### src/rtl/cordic_vector.sv
// cordic_vector: iterative vectoring-mode CORDIC turning a Q2.20 vector (x, y)
// into atan2(y, x) and the gain-compensated magnitude, both Q3.19.
module cordic_vector #(
  parameter int WIDTH = 22,
  parameter int ITER  = 20,
  parameter int GUARD = 2
) (
  input  logic             clk,
  input  logic             reset,
  input  logic             start,
  input  logic [WIDTH-1:0] x_in,
  input  logic [WIDTH-1:0] y_in,
  output logic [WIDTH-1:0] angle_out,
  output logic [WIDTH-1:0] mag_out,
  output logic             busy,
  output logic             done
);
  localparam int IW = WIDTH + GUARD + 2;
  localparam int FI = WIDTH - 2 + GUARD;
  localparam int ZW = WIDTH + GUARD + 1;
  localparam int SH = WIDTH + GUARD;
  localparam int PW = IW + WIDTH;
  localparam int CW = $clog2(WIDTH);
  localparam int SW = $clog2(IW);
  // atan(2^-i) scaled by 2^21, rounded to nearest
  localparam logic [19:0][31:0] ATAN_Q21 = {
    32'd4, 32'd8, 32'd16, 32'd32, 32'd64, 32'd128, 32'd256, 32'd512,
    32'd1024, 32'd2048, 32'd4096, 32'd8192, 32'd16384, 32'd32765, 32'd65515,
    32'd130902, 32'd260791, 32'd513757, 32'd972340, 32'd1647099};
  localparam logic signed [ZW-1:0] PIZ = ZW'($rtoi(3.14159265358979 * 2.0 ** (WIDTH - 3 + GUARD) + 0.5));
  localparam logic signed [WIDTH:0] PIQ = (WIDTH + 1)'($rtoi(3.14159265358979 * 2.0 ** (WIDTH - 3) + 0.5));
  localparam logic [WIDTH-1:0] INVK = WIDTH'($rtoi(0.6072529350 * 2.0 ** (WIDTH - 1) + 0.5));
  localparam logic signed [ZW-1:0] ZHALF = ZW'(1 << (GUARD - 1));

  typedef enum logic [2:0] {IDLE, PREROT, ITERATE, SCALE, OUT} state_t;
  state_t state;
  logic signed [IW-1:0] x, y, xs, ys;
  logic signed [ZW-1:0] z, a;
  logic [IW-1:0] xa, ya, m;
  logic [SW-1:0] sh, norm;
  logic [CW-1:0] i;
  logic zero, neg_axis;
  logic [WIDTH-1:0] mag, mag_n;
  logic [PW-1:0] prod;
  logic signed [WIDTH:0] zr, ang;

  assign xs = x >>> i;
  assign ys = y >>> i;
  assign a = $signed(ZW'(ATAN_Q21[i]) << (WIDTH + GUARD - 24));
  assign xa = x[IW-1] ? -x : x;
  assign ya = y[IW-1] ? -y : y;
  assign m = xa | ya;
  // Small vectors are scaled up so rounding noise stays tiny relative to them;
  // the angle is scale-free and the magnitude is shifted back in SCALE.
  always_comb begin
    sh = '0;
    for (int k = 0; k < FI; k++) if (m[k]) sh = SW'(FI - k);
    if (|m[IW-1:FI]) sh = '0;
  end
  assign prod = PW'($unsigned(x)) * PW'(INVK);
  assign mag_n = WIDTH'((prod + (PW'(1) << (SH - 1 + norm))) >> (SH + norm));
  assign zr = (WIDTH + 1)'((z + ZHALF) >>> GUARD);
  assign ang = zero ? '0 : neg_axis ? PIQ : zr > PIQ ? PIQ : zr < -PIQ ? -PIQ : zr;

  always_ff @(posedge clk or negedge reset)
    if (!reset) begin
      state <= IDLE;
      x <= '0;
      y <= '0;
      z <= '0;
      i <= '0;
      norm <= '0;
      zero <= 1'b0;
      neg_axis <= 1'b0;
      mag <= '0;
      angle_out <= '0;
      mag_out <= '0;
      busy <= 1'b0;
      done <= 1'b0;
    end else begin
      done <= 1'b0;
      case (state)
        IDLE: if (start) begin
          x <= {{2{x_in[WIDTH-1]}}, x_in, {GUARD{1'b0}}};
          y <= {{2{y_in[WIDTH-1]}}, y_in, {GUARD{1'b0}}};
          busy <= 1'b1;
          state <= PREROT;
        end
        PREROT: begin
          x <= $signed(xa << sh);
          y <= (x[IW-1] ? -y : y) <<< sh;
          z <= !x[IW-1] ? '0 : y[IW-1] ? -PIZ : PIZ;
          norm <= sh;
          zero <= m == '0;
          neg_axis <= x[IW-1] && y == '0;
          i <= '0;
          state <= ITERATE;
        end
        ITERATE: begin
          x <= y[IW-1] ? x - ys : x + ys;
          y <= y[IW-1] ? y + xs : y - xs;
          z <= y[IW-1] ? z - a : z + a;
          i <= i + 1'b1;
          if (i == CW'(ITER - 1)) state <= SCALE;
        end
        SCALE: begin
          mag <= mag_n;
          state <= OUT;
        end
        OUT: begin
          angle_out <= WIDTH'(ang);
          mag_out <= mag;
          done <= 1'b1;
          busy <= 1'b0;
          state <= IDLE;
        end
        default: state <= IDLE;
      endcase
    end
endmodule

### config.mk
export PLATFORM = sky130hd
export DESIGN_NAME = cordic_vector
export DESIGN_NICKNAME = d
export VERILOG_FILES = /design/src/rtl/cordic_vector.sv
export SDC_FILE = /design/constraint.sdc
export NUM_CORES = 2
export LEC_CHECK = 0
export CORE_MARGIN = 2
export CORE_UTILIZATION = 27
export CTS_CLUSTER_SIZE = 10
export DETAILED_ROUTE_END_ITERATION = 7
export PLACE_DENSITY_LB_ADDON = 0.25
export SKIP_CTS_REPAIR_TIMING = 1
export SYNTH_ARGS = -nofsm -noshare
export SYNTH_HDL_FRONTEND = slang
export SYNTH_SLANG_ARGS = --single-unit
### constraint.sdc
create_clock -name clk -period 11.55 [get_ports clk]
set_input_delay 2.8875 -clock clk [delete_from_list [all_inputs] [get_ports clk]]
set_output_delay 2.8875 -clock clk [all_outputs]
set_load 0.01 [all_outputs]
; After elaboration in Yosys (flattened, before gate mapping)
; Memory sizes are Yosys's and may differ from the RTL's.
; Index checks and enable logic that the tools add are counted.
[classes]
addsub = 13
n_mul = 1
order_cmp = 3
eq_ne = 7
shift = 6
muxes = 48
bitwise = 1
reduce_logical = 11
[op_table]
columns = cell, count
row1 = 2-to-1 mux 26 bit, 7
row2 = one-hot mux 26 bit (3 select lines), 2
row3 = 2-to-1 mux 5 bit, 23
row4 = 2-to-1 mux 25 bit, 4
row5 = 2-to-1 mux 22 bit, 4
row6 = adder 26 bit, 2
row7 = logical NOT 26 bit, 2
row8 = negation 26 bit, 2
row9 = >>> shifter 26 x 5 -> 26 bit, 2
row10 = subtractor 26 bit, 2
row11 = one-hot mux 25 bit (2 select lines), 1
row12 = adder 47 x 48 -> 48 bit, 1
row13 = left shift 1 x 6 -> 48 bit (first input constant), 1
row14 = >> shifter 48 x 6 -> 22 bit, 1
row15 = multiplier 26 x 20 -> 46 bit (second input constant), 1
row16 = OR 26 bit, 1
row17 = left shift 26 x 5 -> 26 bit, 1
row18 = <<< shifter 26 x 5 -> 26 bit, 1
row19 = adder 25 bit, 1
row20 = adder 25 x 3 -> 25 bit (second input constant), 1
row21 = subtractor 25 bit, 1
row22 = > comparator 23 x 22 -> 1 bit (second input constant), 1
row23 = < comparator 23 x 22 -> 1 bit (second input constant), 1
row24 = adder 5 x 5 -> 6 bit (first input constant), 2
row25 = 18 further kinds, 25
[word_totals]
register_bits = 160
rom_bits = 1024
input_bits = 47
out_inout_bits = 46
mem_count = 1
[mem_list]
columns = name, words, width, rd, rd_clocked_by_memory_dff, wr, line_no
row1 = (no name shown), 32, 32, 1, 0, 0, 49  ; assign a = $signed(ZW'(ATAN_Q21[i]) << (WIDTH + GUARD - 24));

; Logic depth before layout (Yosys ltp)
[logic_depth]
ltp_word = 28
mapped_depth = 43
ltp_nobuf = 41

; Least setup slack after synthesis
; Ideal clock, no wire load.
[synth_timing]
path_type = register to register
start = register x[10]
end = register mag[8]
arrival_ps = 10098
required_ps = 11467
slack_ps = 1370
path_stages_with_launch = 38
n_path_buf = 2
synth_period_minus_slack_ps = 10180
cell_sequence = dfrtp_1 > clkbuf_1 > inv_1 > fa_1 > fa_1 > fa_1 > inv_1 > fa_1 > fa_1 > fa_1 > inv_1 > fa_1 > inv_1 > ha_1 > a21o_1 > a21o_1 > a21o_1 > a21oi_1 > (+2 left out) > a21o_1 > a31o_2 > a21o_1 > a21oi_1 > o21bai_1 > a21oi_1 > xnor2_1 > ha_1 > clkbuf_1 > nand3_1 > a2111oi_0 > a211oi_1 > o31ai_1 > xnor2_1 > mux2i_1 > mux4_2 > and2_1 > o21ai_0
[synth_via]
elab_chain_len = 3
[synth_rtl]
columns = element, line_no
row1 = start: declaration, 37  ; logic signed [IW-1:0] x, y, xs, ys;
row2 = start signal: assignment, 84  ; x <= {{2{x_in[WIDTH-1]}}, x_in, {GUARD{1'b0}}};
row3 = start signal: assignment, 90  ; x <= $signed(xa << sh);
row4 = start signal: assignment, 100  ; x <= y[IW-1] ? x - ys : x + ys;
row5 = multiplier 26 x 20 -> 46 bit, 60  ; assign prod = PW'($unsigned(x)) * PW'(INVK);
row6 = adder 47 x 48 -> 48 bit, 61  ; assign mag_n = WIDTH'((prod + (PW'(1) << (SH - 1 + norm))) >> (SH + norm));
row7 = >> shifter 48 x 6 -> 22 bit, 61
row8 = end signal: assignment, 107  ; mag <= mag_n;
row9 = end: declaration, 43  ; logic [WIDTH-1:0] mag, mag_n;
; Every way passes these cells.
; A chain may end at the register's enable or synchronous reset.

; Worst setup path in the final report
[layout_timing]
start = register x[13]
end = register mag[8]
; The elaborated chain is that of the path after synthesis.

==> metrics.txt <==
status=finished clean; row count=130; core footprint=125000 µm²; share of the clock period used by the worst path=0.933; largest net degree at the start of global routing=64; Layout fillers=13546; global-route wire length before repair=205 mm; Post-Syn Instances=roughly 4200; DRT iter0 DRCs=3098; gp weighted congestion=~0.98; fin. max-slew vios=0; DR WL/cell=23.2 µm; Netlist cell types=96; CTS Buf Count=17; WP buf/inv=4; Synth Warn #=0; setup TNS=0 ns; initial antenna violation count=4; worst-margin pin slew=around 1.2 ns; Die Y=359 µm; ANT cells=0; IO buf count=92; Syn Std Cell Area=34000 µm²; largest area contributor in the netlist=fa_1; TritonCTS clock tree=done; sequential share of the synthesized area=0.118; gr ovfl total=0; most frequent cells after synthesis=inv_1 (470), ha_1 (360), nand2_1 (334), nor2_1 (325), a21oi_1 (283); CP Data Arrival Time=11.19 ns; Layout area overhead=10.4%; maximum level of the CTS H-tree=4; Async S/R FF share, synth=1.00; Max Cap Viol=0; Initial Util=0.271; top cell type's share of synthesized area=0.149; IO Count=93; Clk Latency, worst-skew pair=0.52 ns; Post-synth EDFFs=0; detailed placement HPWL=approximately 110 mm; #FFs+latches synth=160; total routed wirelength=135 mm; Rel. slew slack=0.225; Worst Path Max Fanout=11; CTS root buffer=clkbuf_16; clk sink count=160; Worst EP required=11.97 ns; nature of the critical path startpoint=flip-flop; Setup crit end kind=flip-flop; Total Routing Usage GR=0.209; CP top delay family=adder cells; ANT nets after route=0; CTS Buffer Depth=2; Nets=4812; Worst Clk Skew=0.0247 ns; Die X=359 µm; Residual DRC=0; min Tclk post-route=10.77 ns; vias=31734; Die ar.=129000 µm²; final hold violation count=0; Synth Flop Type=dfrtp_1; Post-Syn Area per Cell=8.16 µm²; slowest library cell on the worst path=dfrtp_1; vias per inst=5.46; Largest stage delay, worst path=0.71 ns; most common cell in the netlist=inv_1; vias in the first global route=31818; worst min path class=flip-flop to flip-flop; Pre-Repair DR Iteration Count=7; Most common cell on crit path=fa_1; layout cells sized above 1=0.0740; Area contributors post-synth=fa_1 (15%), ha_1 (13%), dfrtp_1 (12%), inv_1 (5.2%), mux4_2 (4.6%); Max Clk Rate=0.0928 GHz; setup violators final=0; CTS clock-pin slew for the worst setup and hold paths=approximately 0.09 ns; unrepaired setup endpoints after global routing=no; Setup CP Type=flip-flop to flip-flop
[kinds of logic after synthesis]
logic type      count (synthesis)  share of synthesized area
simple gates                 1120                      0.156
compound gates               1090                      0.208
buf+inv                       713                     0.0809
fa+ha+maj                     613                      0.282
xor+xnor                      262                     0.0675
mux                           206                     0.0879
flops                         160                      0.118
other cells                     1                   0.000110
[final timing paths]
check,startpoint,cells past startpoint,to,slack [ns]
setup / recovery,x[13],37,mag[8],0.78
hold / removal,mag[20],2,mag[20],0.47
setup reg to reg,x[13],37,mag[8],0.78
hold reg to reg,mag[20],2,mag[20],0.47
max in group asynchronous,reset,2,y[25],7.84
min in group asynchronous,reset,1,angle_out[6],2.34
[flip-flops by register name, summed over array words and instances, names as in the netlist]
register	flops
x	26
y	26
z	25
angle_out	22
mag	22
mag_out	22
i	5
norm	5
state	3
busy	1
done	1
neg_axis	1
zero	1
[worst min-delay path, stage by stage (launching register included)]
cell	delay, ns
dfrtp_1	0.35
nand2_1	0.05
nand2_1	0.05
[metal layers]
metal | track usage | vias to the layer above | share of wire
met5 | 0 | - | 0.00022
met3 | 0.0272 | 242 | 0.064
met1 | 0.291 | 15663 | 0.45
li1 | - | 14667 | -
met2 | 0.329 | 1156 | 0.45
met4 | 0.0811 | 6 | 0.042
[through the flow]
stage | area [µm²] | instances | util | hold WS (ns) | setup slack, ns
floorplan | 34100 | 4184 | - | 0.435 | 1.37
CTS | 37500 | 5814 | 0.299 | 0.477 | 0.716
global route | 37500 | 5814 | 0.299 | 0.512 | 0.115
finish | 37500 | 5814 | 0.299 | 0.473 | 0.778
detailed placement | 36900 | 5783 | 0.294 | 0.460 | 0.771
global placement | 36900 | 5783 | 0.294 | 0.464 | 0.896
[cells in the final DEF, fill, tap and decap left out, types with 115 or more instances in the layout]
cell | synthesis | routed
a21oi_1 | 283 | 283
dfrtp_1 | 160 | 155
fa_1 | 253 | 253
ha_1 | 360 | 360
inv_1 | 470 | 470
nand2_1 | 334 | 332
nor2_1 | 325 | 324
o21ai_0 | 220 | 220
xnor2_1 | 147 | 147
xor2_1 | 115 | 115
[final cells by class]
type	count	area (µm²)	share of cell area
Multi-Input combinational cell	3311	27400	0.730
Sequential cell	160	4020	0.107
Tap cell	1650	2060	0.0551
Inverter	476	1790	0.0477
Timing Repair Buffer	186	1630	0.0435
Clock buffer	17	425	0.0113
Clock inverter	14	213	0.00567
Power is not shown: default switching activity piles up to over one toggle a cycle in this logic, so the estimate is an artifact.
